[src/rtl/hazard_pkg.sv]
// Shared types and constants for the hazard stall/flush controller.
package hazard_pkg;

  typedef enum logic [1:0] {
    IDLE    = 2'd0,
    LD_WAIT = 2'd1,
    MD_WAIT = 2'd2
  } hz_state_t;

  localparam int unsigned LOAD_LAT_MAX = 7;
  localparam int unsigned MD_LAT_MAX   = 63;
  localparam int unsigned LD_CNT_W     = $clog2(LOAD_LAT_MAX + 1);
  localparam int unsigned MD_CNT_W     = $clog2(MD_LAT_MAX + 1);

  // Instruction word the ID/EX register loads when idex_bubble is asserted (sll $0,$0,0).
  localparam logic [31:0] NOP_INSN = 32'h0000_0000;

endpackage

[src/rtl/hazard_md_tracker.sv]
// Mult/div occupancy counter: reloads on issue, counts down to idle.
module hazard_md_tracker
  import hazard_pkg::*;
#(
  parameter int unsigned MD_LAT = 32
) (
  input  logic clk,
  input  logic rst_n,
  input  logic md_issue_i,
  output logic md_busy_o
);

  logic [MD_CNT_W-1:0] md_cnt_q, md_cnt_d;

  always_comb begin
    md_cnt_d = md_cnt_q;
    if (md_issue_i) begin
      md_cnt_d = MD_CNT_W'(MD_LAT);
    end else if (md_cnt_q != '0) begin
      md_cnt_d = md_cnt_q - MD_CNT_W'(1);
    end
  end

  always_ff @(posedge clk or negedge rst_n) begin
    if (!rst_n) begin
      md_cnt_q <= '0;
    end else begin
      md_cnt_q <= md_cnt_d;
    end
  end

  assign md_busy_o = (md_cnt_q != '0);

endmodule

[src/rtl/hazard_ctrl.sv]
// Load-use / mult-div stall and EX branch flush controller for the 5-stage pipeline.
// Optional HAZARD_PERF_EN adds saturating stall_cycles and flush_count outputs.
module hazard_ctrl
  import hazard_pkg::*;
#(
  parameter int unsigned REG_W    = 5,
  parameter int unsigned LOAD_LAT = 1,
  parameter int unsigned MD_LAT   = 32
) (
  input  logic             clk,
  input  logic             rst_n,
  input  logic             idex_mem_to_reg,
  input  logic [REG_W-1:0] idex_rd,
  input  logic [REG_W-1:0] ifid_rs,
  input  logic [REG_W-1:0] ifid_rt,
  input  logic             ifid_uses_rt,
  input  logic             ifid_md_start,
  input  logic             ifid_md_read,
  input  logic             ex_branch_taken,
  output logic             pc_stall,
  output logic             ifid_stall,
  output logic             idex_bubble,
  output logic             ifid_flush,
  output logic             md_busy
`ifdef HAZARD_PERF_EN
  ,
  output logic [31:0]      stall_cycles,
  output logic [15:0]      flush_count
`endif
);

  hz_state_t           state_q, state_d;
  logic [LD_CNT_W-1:0] ld_cnt_q, ld_cnt_d;
  logic                ld_hit, md_hazard, stall;

  assign ld_hit = idex_mem_to_reg && (idex_rd != '0) &&
                  ((idex_rd == ifid_rs) || (ifid_uses_rt && (idex_rd == ifid_rt)));
  assign md_hazard = md_busy && (ifid_md_read || ifid_md_start);

  // Next state, counter and raw stall; a taken branch overrides everything.
  always_comb begin
    state_d  = state_q;
    ld_cnt_d = ld_cnt_q;
    stall    = 1'b0;
    case (state_q)
      IDLE: begin
        stall = ld_hit || md_hazard;
        if (ld_hit && (LOAD_LAT > 1)) begin
          state_d  = LD_WAIT;
          ld_cnt_d = LD_CNT_W'(LOAD_LAT - 1);
        end else if (md_hazard) begin
          state_d = MD_WAIT;
        end
      end
      LD_WAIT: begin
        stall    = 1'b1;
        ld_cnt_d = ld_cnt_q - LD_CNT_W'(1);
        if (ld_cnt_q <= LD_CNT_W'(1)) begin
          ld_cnt_d = '0;
          state_d  = md_hazard ? MD_WAIT : IDLE;
        end
      end
      MD_WAIT: begin
        stall = md_hazard;
        if (!md_hazard) begin
          state_d = IDLE;
        end
      end
      default: begin
        state_d  = IDLE;
        ld_cnt_d = '0;
      end
    endcase
    if (ex_branch_taken) begin
      state_d  = IDLE;
      ld_cnt_d = '0;
    end
  end

  always_ff @(posedge clk or negedge rst_n) begin
    if (!rst_n) begin
      state_q  <= IDLE;
      ld_cnt_q <= '0;
    end else begin
      state_q  <= state_d;
      ld_cnt_q <= ld_cnt_d;
    end
  end

  assign pc_stall    = stall && !ex_branch_taken;
  assign ifid_stall  = stall && !ex_branch_taken;
  assign idex_bubble = stall || ex_branch_taken;
  assign ifid_flush  = ex_branch_taken;

  hazard_md_tracker #(
    .MD_LAT (MD_LAT)
  ) u_md_tracker (
    .clk        (clk),
    .rst_n      (rst_n),
    .md_issue_i (ifid_md_start && !stall && !ex_branch_taken),
    .md_busy_o  (md_busy)
  );

`ifdef HAZARD_PERF_EN
  logic [31:0] stall_cycles_q;
  logic [15:0] flush_count_q;

  // Saturating event counters.
  always_ff @(posedge clk or negedge rst_n) begin
    if (!rst_n) begin
      stall_cycles_q <= '0;
      flush_count_q  <= '0;
    end else begin
      if (pc_stall && (stall_cycles_q != '1)) begin
        stall_cycles_q <= stall_cycles_q + 32'(1);
      end
      if (ifid_flush && (flush_count_q != '1)) begin
        flush_count_q <= flush_count_q + 16'(1);
      end
    end
  end

  assign stall_cycles = stall_cycles_q;
  assign flush_count  = flush_count_q;
`endif

endmodule

[config.mk]
export PLATFORM = sky130hd
export DESIGN_NAME = hazard_ctrl
export DESIGN_NICKNAME = d
export VERILOG_FILES = /design/src/rtl/hazard_pkg.sv /design/src/rtl/hazard_md_tracker.sv /design/src/rtl/hazard_ctrl.sv
export SDC_FILE = /design/constraint.sdc
export NUM_CORES = 1
export LEC_CHECK = 0
export CORE_MARGIN = 2
export CORE_UTILIZATION = 34
export DETAILED_ROUTE_END_ITERATION = 7
export PLACE_DENSITY = 0.73
export RECOVER_POWER = 50
export REMOVE_ABC_BUFFERS = 1
export SLEW_MARGIN = 15
export SYNTH_ARGS = -nofsm -noshare
export SYNTH_HDL_FRONTEND = slang
export SYNTH_SLANG_ARGS = --single-unit
[constraint.sdc]
create_clock -name clk -period 2.2 [get_ports clk]
set_input_delay 0.44 -clock clk [delete_from_list [all_inputs] [get_ports clk]]
set_output_delay 0.44 -clock clk [all_outputs]
set_load 0.1 [all_outputs]
**Word-level counts from Yosys, hierarchy flattened**

Index checks and enable logic that the tools add are counted.

- Bits of input ports: 22
- Output and inout port bits: 5
- Register bits: 11
- Word-level logic and storage cells: 45

- Add/subtract/negate cells: 2
- Reduce and logical (&&, ||, !) cells: 19
- Equal/unequal tests: 8
- Multiplexer cells: 12
- $lt $le $gt $ge: 1

Operator list:

| cell | count |
|---|---|
| 2-to-1 mux 6 bit | 2 |
| == test 5 bit | 2 |
| 2-to-1 mux 2 bit | 5 |
| inequality test 3 bit, second input constant | 3 |
| logical AND 1 bit | 7 |
| 2-to-1 mux 3 bit | 2 |
| case mux 2 bit (3 select lines) | 1 |
| case mux 3 bit (2 select lines) | 1 |
| nonzero test 6 bit | 1 |
| subtractor 6 x 1 -> 6 bit, second input constant | 1 |
| nonzero test 5 bit | 1 |
| logical OR 1 bit | 4 |
| <= comparator 3 x 1 -> 1 bit, second input constant | 1 |
| case mux 1 bit (3 select lines) | 1 |
| AND reduction 3 bit | 1 |
| subtractor 3 x 1 -> 3 bit, second input constant | 1 |
| == test 2 x 1 -> 1 bit, second input constant | 1 |
| == test 2 bit, second input constant | 1 |
| logical NOT 1 bit | 2 |
| logical NOT 2 bit | 1 |
| inequality test 2 x 1 -> 1 bit, second input constant | 1 |
| nonzero test 2 bit | 1 |
| OR reduction 2 bit | 1 |

**Logic depth before layout (Yosys ltp)**

Gate-level depths: netlist (run 1).

- Depth after elaboration: 10
- Depth in mapped cells: 9
- Depth with buffers taken out: 7

**Modules after synthesis**

From an unflattened synthesis (run 1), not the netlist that was laid out.

- Cells, all modules: 60
- Area total of the unflattened synthesis: 561.8 µm²

Modules (own cells, without submodules):

| module | times used | area an instance (µm²) | seq. area each (µm²) | cells each |
|---|---|---|---|---|
| hazard_md_tracker | 1 | 336.6 | 150.1 | 32 |
| hazard_ctrl | 1 | 225.2 | 25.0 | 28 |

**Least setup slack after synthesis (run 1)**

OpenSTA, ideal clock, no wires.

- Kind: reg2out
- Start point: register u_md_tracker.md_cnt_q[0]
- End point: output port pc_stall
- Required time: 1.760 ns
- Arrival time: 4.015 ns
- Stages on the path, launching flop included: 10
- Buffers on the path: 2
- Path slack: -2.255 ns
- Cells stage by stage: dfrtp_1 inv_1 ha_1 nor2b_1 and2_1 clkbuf_1 inv_1 o21ai_0 a21oi_1 buf_4

- Longest elaborated chain between the ends: 5

RTL lines:

| what | RTL line | text |
|---|---|---|
| from (decl) | hazard_md_tracker.sv:13 | `logic [MD_CNT_W-1:0] md_cnt_q, md_cnt_d;` |
| from (signal assigned) | hazard_md_tracker.sv:28 | `md_cnt_q <= md_cnt_d;` |
| nonzero test 6 bit * | hazard_md_tracker.sv:32 | `assign md_busy_o = (md_cnt_q != '0);` |
| named net md_busy | hazard_ctrl.sv:24 | `output logic md_busy` |
| logical AND 1 bit * | hazard_ctrl.sv:38 | `assign md_hazard = md_busy && (ifid_md_read \|\| ifid_md_start);` |
| logical OR 1 bit | hazard_ctrl.sv:47 | `stall = ld_hit \|\| md_hazard;` |
| case mux 1 bit (3 select lines) * | hazard_ctrl.sv:45 | `case (state_q)` |
| logical AND 1 bit * | - |  |
| to (decl) | hazard_ctrl.sv:20 | `output logic pc_stall,` |

Mark *: on every way through the listed nets, which the timed path passes. The rest lies on a longest branch.

**Worst setup path after layout (run 1)**

- Start point: input port ifid_rt[2]
- End point: output port pc_stall

- Longest elaborated chain between the ends: 7

RTL lines:

| what | RTL line | text |
|---|---|---|
| from (decl) | hazard_ctrl.sv:15 | `input logic [REG_W-1:0] ifid_rt,` |
| == test 5 bit | hazard_ctrl.sv:37 | `((idex_rd == ifid_rs) \|\| (ifid_uses_rt && (idex_rd == ifid_rt)));` |
| logical AND 1 bit | hazard_ctrl.sv:37 |  |
| logical OR 1 bit | hazard_ctrl.sv:37 |  |
| logical AND 1 bit | hazard_ctrl.sv:36 | `assign ld_hit = idex_mem_to_reg && (idex_rd != '0) &&` |
| logical OR 1 bit | hazard_ctrl.sv:47 |  |
| case mux 1 bit (3 select lines) | hazard_ctrl.sv:45 |  |
| logical AND 1 bit | hazard_ctrl.sv:90 | `assign pc_stall = stall && !ex_branch_taken;` |

No other way between the ends.

==> summary.json, run 1 <==
{
  "run_status": {
    "outcome": "finished with violations",
    "violations": "negative setup slack"
  },
  "placed_design": {
    "placedCellCount": 106,
    "routabilityCongestion": 0.704,
    "dp_slack_ns": -0.732,
    "place.port_buffers": 26,
    "placed_wire_length_estimate_um": 1130
  },
  "die": {
    "dieHeight_um": 43.6,
    "initial_cell_density_of_the_core": 0.358,
    "pin_count": 27,
    "total_number_of_placement_rows": 14,
    "floorplan.die.width_um": 43.6,
    "design.die.area_um2": 1900,
    "core_um2": 1490
  },
  "logic_synthesis": {
    "cell_type_contributing_the_most_total_cell_area_after_synthesis": "dfrtp_1",
    "synth_top_family_by_area": "simple AND/OR/NAND/NOR gates",
    "post-synth-top-area-fraction": 0.329,
    "yosys.area_share.simple": 0.237,
    "synth_compound_gate_area_share": 0.0915,
    "synth_fa_ha_area_frac": 0.0469,
    "postSynthRegisterBits": 7,
    "synth_cell_types": 24,
    "synthXorXnorAreaFrac": 0.197,
    "synth.avg_cell_area_um2": 9.03,
    "post_synth_instance_area_um2": 533,
    "synth_sequential_area_ratio": 0.329,
    "muxShareOfSynthArea": 0.0423,
    "synth_cells": 59,
    "yosysWarningCount": 0,
    "synth_area_leaders": "dfrtp_1 33%, xor2_1 16%, nor2_1 5.6%"
  },
  "setup_path": {
    "worst_r2r_dst": "u_md_tracker.md_cnt_q[1]",
    "worst-endpoint-arrival_ns": 2.10,
    "worst_setup_path_startpoint": "ifid_rt[2]",
    "setup.worst_path.start_class": "primary input",
    "timing.setup.critical_path_class": "in2out",
    "worst_r2r_startpoint": "u_md_tracker.md_cnt_q[1]",
    "cp_max_fo": 2,
    "reg2regPathDepth": 8,
    "capture_point_of_the_critical_path": "pc_stall",
    "setup.reg_to_reg.worst_slack_ns": 0.45,
    "end_kind": "output pin",
    "worst-endpoint-required_ns": 1.76
  },
  "power": {
    "power.switching_mw": 0.331,
    "pwr-share-comb": 0.559,
    "ir_worst_vdd_mv": 0.553,
    "leakagePower_nw": 0.436,
    "seq_power_share": 0.297,
    "power-per-cell-area_nw_per_um2": 851,
    "switching_share": 0.413,
    "internal_power_mw": 0.471,
    "clock_power_share": 0.144
  },
  "finish": {
    "n_antenna_cell": 0,
    "final_cells": 111,
    "ff_latch_area_um2": 175,
    "fillCellCount": 135,
    "syn_to_final_growth_pct": 76.8,
    "finalNetCount": 120,
    "drive_gt1_frac": 0.326,
    "multi_input_logic_area_um2": 347
  },
  "sta": {
    "final_period_minus_worst_setup_slack_ns": 2.54,
    "worst-slew-pin-transition_ns": 0.410,
    "timing.final.setup_violations": 3,
    "min_period_over_period": 1.15,
    "timing.setup.tns_ns": -1.00,
    "hold_viol": 0,
    "finalWorstSetupSlack_ns": -0.337,
    "max-slew-margin-rel": 0.724,
    "hold-worst-slack_ns": 0.498,
    "grt_setup_unrepaired": "yes",
    "achievable-frequency_mhz": 394,
    "final.setup_skew_ns": 0.00167,
    "finalMaxSlewViolations": 0
  },
  "cts": {
    "tritoncts": "built",
    "tritoncts.num_buffers": 3,
    "cts_h_tree_depth": 1,
    "clock_tree.buffer_depth": 2,
    "clk_root_buffer_cell": "clkbuf_4",
    "clk_pin_slew_ns": 0.05,
    "worst_skew_pair.late_latency_ns": 0.25,
    "clock_sink_count": 7
  },
  "global_routing": {
    "global_route_wire_length_before_repair_um": 2240,
    "combined_global_route_utilization_of_all_metal_layers": 0.162,
    "antenna_violations_before_repair": 0,
    "grt_overflow_total": 0,
    "grt_start_max_net_pins": 8,
    "number_of_global_route_vias_before_repair": 561
  },
  "hold_path": {
    "timing.hold.worst.class": "reg2reg"
  },
  "drt": {
    "drt_iter0_markers": 9,
    "viasPerCell": 4.97,
    "route.final.wire_length_um": 1350,
    "drc_errors": 0,
    "detailed_routing_iteration_count_for_the_pre_antenna_repair_pass": 4,
    "ant_nets": 0,
    "vias": 552,
    "drt-wirelength-per-cell_um": 12.2
  },
  "flow_run": {
    "timing.max_cap.violations": 0
  }
}
power groups by stage:
stage	clock (mW)	sequential, mW	combinational [mW]
after CTS	0.120	0.238	0.457
final	0.116	0.238	0.448
after global placement	0	0.238	0.449
after detailed placement	0	0.240	0.457
after floorplan	0	0.229	0.282
after global routing	0.127	0.247	0.493
cells in the mapped netlist:
cell type,n
xor2_1,10
dfrtp_1,7
or4b_4,1
nor2_1,8
nor4_2,1
and2_1,1
nor3_1,3
o21ai_0,1
buf_4,2
inv_1,3
a32oi_1,1
nor2b_1,1
nand2_1,2
a21o_1,2
ha_1,2
clkbuf_1,1
nor4_1,1
xnor2_1,2
nand3_1,1
nor3b_1,1
or4_2,1
mux2_2,2
a21oi_1,4
nand3b_1,1
metrics by stage:
step	util	area [um^2]	power, mW
after floorplan	-	514	0.512
after global placement	0.608	905	0.687
after detailed placement	0.608	905	0.697
after CTS	0.633	942	0.815
after global routing	0.633	942	0.868
final	0.633	942	0.802
registers in the layout, indices dropped and copies added, names as in the netlist:
name,count
u_md_tracker.md_cnt_q,6
state_q,1
repair_timing:
item                                    4_1_cts  5_1_grt
pin swaps                                    12        0
hold buffers                                  0        0
buffers inserted                              1        0
endpoints found under the setup margin        3        3
resized for setup                            46        1
final cells by class:
type                       count  area share
clock buffer                   4      0.0279
sequential                     7       0.186
tap                           16      0.0212
timing repair buffer          35       0.385
inverter                       3      0.0120
multi-input combinational     46       0.368
how the worst min path moves through the flow:
stage | start | end | depth (start not counted)
2_1_floorplan | rst_n | state_q[1] | 0
3_3_place_gp | u_md_tracker.md_cnt_q[3] | u_md_tracker.md_cnt_q[3] | 1
3_5_place_dp | u_md_tracker.md_cnt_q[3] | u_md_tracker.md_cnt_q[3] | 1
4_1_cts | rst_n | u_md_tracker.md_cnt_q[1] | 1
5_1_grt | u_md_tracker.md_cnt_q[4] | u_md_tracker.md_cnt_q[4] | 1
6_report | u_md_tracker.md_cnt_q[3] | u_md_tracker.md_cnt_q[3] | 1
worst max-delay path: stages:
cell and delay, ns:
buf_6 0.09, xor2_2 0.17, nor4_2 0.26, a32oi_1 0.12, or4b_4 0.56, a21oi_2 0.15, buf_6 0.13, buf_12 0.16
per-layer routing:
layer | wire, um | vias to the layer above | part of all wire | global-route usage
li1 | - | 269 | - | -
met1 | 588 | 254 | 0.44 | 0.199
met2 | 618 | 26 | 0.46 | 0.259
met3 | 122 | 3 | 0.090 | 0.0375
met4 | 23 | 0 | 0.017 | 0.0909
met5 | 0 | - | 0 | 0
logic make-up after synthesis:
family                   after synthesis
AO/OA/AOI/OAI                          8
XOR/XNOR                              12
adder cells (fa/ha/maj)                2
buffers and inverters                  6
flip-flops                             7
multiplexers                           2
AND/OR/NAND/NOR                       22
layout by cell type, fill, tap and decap left out, types with 3 or more instances in the layout:
master           netlist  routed
buf_2                  0       4
dlygate4sd2_1          0       5
nor2_1                 8       8
inv_1                  3       3
buf_6                  0       5
xor2_1                10       9
clkbuf_4               0       3
a21oi_1                4       3
clkdlybuf4s50_1        0       5
dfrtp_1                7       7
nor3_1                 3       3
buf_4                  2       5
clkdlybuf4s15_1        0       3
buf_12                 0       5
No activity file was read; power rests on OpenSTA's default activity.
==> inputs of run 2 (changes only) <==
--- a/config.mk
+++ b/config.mk
@@ -7,7 +7,9 @@
 export LEC_CHECK = 0
 export CORE_MARGIN = 2
 export CORE_UTILIZATION = 34
+export CTS_CLUSTER_SIZE = 10
 export DETAILED_ROUTE_END_ITERATION = 7
+export MAX_ROUTING_LAYER = met4
 export PLACE_DENSITY = 0.73
 export RECOVER_POWER = 50
 export REMOVE_ABC_BUFFERS = 1
==> run 2 against run 1 <==
Against the previous run: largest power group unchanged; the run still ends with negative setup slack left; clock power about the same; register-to-register slack about the same; cell count unchanged; clock skew about the same; worst hold slack unchanged; sequential share of layout area unchanged; total power decreased by 0.13%; wire length decreased by 0.15%; critical endpoint unchanged; die area unchanged; utilization unchanged; clock-buffer cell count unchanged; global-route usage increased by 0.50 points.
==> summary.json, run 2 (synthesized netlist as in run 1, its figures left out) <==
{
  "sta": {
    "grt_setup_unrepaired": "yes",
    "worst-slew-pin-transition": {"value": 0.411, "unit": "ns", "change": "+0.00115 ns"},
    "finalMaxSlewViolations": {"value": 0, "change": "unchanged"},
    "achievable-frequency": {"value": 394, "unit": "MHz", "change": "about the same"},
    "min_period_over_period": {"value": 1.15, "change": "about the same"},
    "hold-worst-slack": {"value": 0.498, "unit": "ns", "change": "unchanged"},
    "timing.final.setup_violations": {"value": 3, "change": "unchanged"},
    "timing.setup.tns": {"value": -1.00, "unit": "ns", "change": "+0.0000600 ns"},
    "finalWorstSetupSlack": {"value": -0.336, "unit": "ns", "change": "+0.0000280 ns"},
    "final_period_minus_worst_setup_slack": {"value": 2.54, "unit": "ns", "change": "-0.0000280 ns"},
    "max-slew-margin-rel": {"value": 0.723, "change": "-0.000773"},
    "final.setup_skew": {"value": 0.00176, "unit": "ns", "change": "+0.0000911 ns"},
    "hold_viol": {"value": 0, "change": "unchanged"}
  },
  "finish": {
    "top_regs": "u_md_tracker.md_cnt_q x6, state_q x1",
    "registers.top_by_ff_count": "u_md_tracker.md_cnt_q",
    "drive_gt1_frac": {"value": 0.326, "change": "unchanged"},
    "n_antenna_cell": {"value": 0, "change": "unchanged"},
    "layout.cells.most_common": "xor2_1",
    "finalNetCount": {"value": 120, "change": "unchanged"},
    "syn_to_final_growth": {"value": 76.8, "unit": "%", "change": "unchanged"},
    "final_cell_mix": "9 x xor2_1, 8 x nor2_1, 7 x dfrtp_1",
    "largest_reg_flops": {"value": 6, "change": "unchanged"}
  },
  "power": {
    "design_power_total": {"value": 0.801, "unit": "mW", "change": "-0.13%"},
    "leakagePower": {"value": 0.436, "unit": "nW", "change": "unchanged"},
    "power-per-cell-area": {"value": 850, "unit": "nW/um^2", "change": "-0.13%"},
    "seq_power_share": {"value": 0.297, "change": "about the same"},
    "clock_power_share": {"value": 0.145, "change": "about the same"},
    "switching_share": {"value": 0.412, "change": "-0.000604"},
    "power.switching": {"value": 0.330, "unit": "mW", "change": "-0.28%"},
    "ir_worst_vdd": {"value": 0.552, "unit": "mV", "change": "about the same"},
    "pwr-share-comb": {"value": 0.558, "change": "about the same"},
    "internal_power": {"value": 0.471, "unit": "mW", "change": "about the same"}
  },
  "cts": {
    "tritoncts": "built",
    "clock_tree.buffer_depth": {"value": 2, "change": "unchanged"},
    "cts_h_tree_depth": {"value": 1, "change": "unchanged"},
    "worst_skew_pair.late_latency": {"value": 0.25, "unit": "ns", "change": "about the same"},
    "tritoncts.num_buffers": {"value": 3, "change": "unchanged"},
    "clock_sink_count": {"value": 7, "change": "unchanged"},
    "clk_root_buffer_cell": "clkbuf_4",
    "clk_pin_slew": {"value": 0.05, "unit": "ns", "change": "about the same"}
  },
  "drt": {
    "drt_iter0_markers": {"value": 8, "change": "-1"},
    "viasPerCell": {"value": 4.97, "change": "unchanged"},
    "detailroute.wirelength.met3": {"value": 127, "unit": "um", "change": "+4.1%"},
    "routed.top_layer": "met4",
    "drc_errors": {"value": 0, "change": "unchanged"},
    "wl_met1": {"value": 577, "unit": "um", "change": "-1.9%"},
    "ant_nets": {"value": 0, "change": "unchanged"},
    "detailed_routing_iteration_count_for_the_pre_antenna_repair_pass": {"value": 4, "change": "unchanged"},
    "total_length_of_routed_met2_wires": {"value": 615, "unit": "um", "change": "-0.49%"},
    "vias": {"value": 552, "change": "unchanged"},
    "drt-wirelength-per-cell": {"value": 12.2, "unit": "um", "change": "-0.15%"},
    "route.final.wire_length": {"value": 1350, "unit": "um", "change": "-0.15%"}
  },
  "die": {
    "pin_count": {"value": 27, "change": "unchanged"},
    "design.die.area": {"value": 1900, "unit": "um^2", "change": "unchanged"},
    "floorplan.die.width": {"value": 43.6, "unit": "um", "change": "unchanged"},
    "core": {"value": 1490, "unit": "um^2", "change": "unchanged"},
    "dieHeight": {"value": 43.6, "unit": "um", "change": "unchanged"},
    "initial_cell_density_of_the_core": {"value": 0.358, "change": "unchanged"},
    "total_number_of_placement_rows": {"value": 14, "change": "unchanged"}
  },
  "placed_design": {
    "placed_wire_length_estimate": {"value": 1130, "unit": "um", "change": "unchanged"},
    "routabilityCongestion": {"value": 0.712, "change": "+1.1%"},
    "place.port_buffers": {"value": 26, "change": "unchanged"}
  },
  "hold_path": {
    "worst_hold_path.endpoint": "u_md_tracker.md_cnt_q[3]",
    "holdPathStages": {"value": 1, "change": "unchanged"},
    "timing.hold.worst.class": "reg2reg",
    "min_from": "u_md_tracker.md_cnt_q[3]"
  },
  "global_routing": {
    "combined_global_route_utilization_of_all_metal_layers": {"value": 0.167, "change": "+0.00503"},
    "grt_start_max_net_pins": {"value": 8, "change": "unchanged"},
    "grt_overflow_total": {"value": 0, "change": "unchanged"},
    "number_of_global_route_vias_before_repair": {"value": 560, "change": "-0.18%"},
    "global_route_wire_length_before_repair": {"value": 2240, "unit": "um", "change": "unchanged"},
    "antenna_violations_before_repair": {"value": 0, "change": "unchanged"}
  },
  "flow_run": {
    "timing.max_cap.violations": {"value": 0, "change": "unchanged"}
  },
  "setup_path": {
    "setup.reg_to_reg.worst_slack": {"value": 0.45, "unit": "ns", "change": "about the same"},
    "worst_r2r_dst": "u_md_tracker.md_cnt_q[1]",
    "end_kind": "output pin",
    "worst_r2r_startpoint": "u_md_tracker.md_cnt_q[1]",
    "reg2regPathDepth": {"value": 8, "change": "unchanged"},
    "worst-endpoint-required": {"value": 1.76, "unit": "ns", "change": "about the same"},
    "timing.setup.critical_path_class": "in2out",
    "cp_max_fo": {"value": 2, "change": "unchanged"},
    "worst-endpoint-arrival": {"value": 2.10, "unit": "ns", "change": "about the same"},
    "setup.worst_path.start_class": "primary input"
  },
  "run_status": {
    "outcome": "finished with violations",
    "violations": "negative setup slack"
  }
}
==> run 2: worst max-delay path by stage <==
| stage | start | end | cells past startpoint |
|---|---|---|---|
| floorplan | u_md_tracker.md_cnt_q[0] | ifid_stall | 7 |
| global placement | idex_rd[1] | pc_stall | 8 |
| detailed placement | idex_rd[1] | ifid_stall | 8 |
| CTS | ifid_rt[2] | ifid_stall | 8 |
| global route | ifid_rt[2] | ifid_stall | 8 |
| finish | ifid_rt[2] | pc_stall | 8 |
==> run 2: cell type report <==
class / count / area (um^2)
inverter: 3 / 11.3
timing repair buffer: 35 / 363
tap: 16 / 20.0
sequential: 7 / 175
multi-input combinational: 46 / 347
clock buffer: 4 / 26.3
fill: 135 / 547
==> run 2: power by group through the flow <==
stage / Combinational [mW] / Sequential, mW / Clock (mW)
3_3_place_gp: 0.449 / 0.238 / 0
2_1_floorplan: 0.282 / 0.229 / 0
4_1_cts: 0.457 / 0.238 / 0.120
3_5_place_dp: 0.457 / 0.240 / 0
5_1_grt: 0.493 / 0.247 / 0.127
6_report: 0.447 / 0.238 / 0.116
==> run 2: per-layer routing <==
| metal | GRT usage | vias to the layer above |
|---|---|---|
| met2 | 0.259 | 26 |
| met3 | 0.0375 | 5 |
| li1 | - | 269 |
| met1 | 0.199 | 252 |
| met5 | - | - |
| met4 | 0.0909 | 0 |
==> run 2: per-stage QoR <==
stage	area, um^2	utilization	std cells	worst slack (ns)
2_1_floorplan	514	-	56	-3.00
3_3_place_gp	905	0.608	106	-0.708
3_5_place_dp	905	0.608	106	-0.732
4_1_cts	942	0.633	111	-0.344
5_1_grt	942	0.633	111	-0.414
6_report	942	0.633	111	-0.336
==> run 2: timing repair <==
item | 4_1_cts | 5_1_grt
endpoints found under the setup margin | 3 | 3
pin swaps | 12 | 0
buffers inserted | 1 | 0
hold buffers | 0 | 0
resized for setup | 46 | 1
==> run 2: critical path, stage by stage <==
cell     delay, ns
buf_6         0.09
xor2_2        0.17
nor4_2        0.26
a32oi_1       0.12
or4b_4        0.56
a21oi_2       0.15
buf_6         0.13
buf_12        0.16
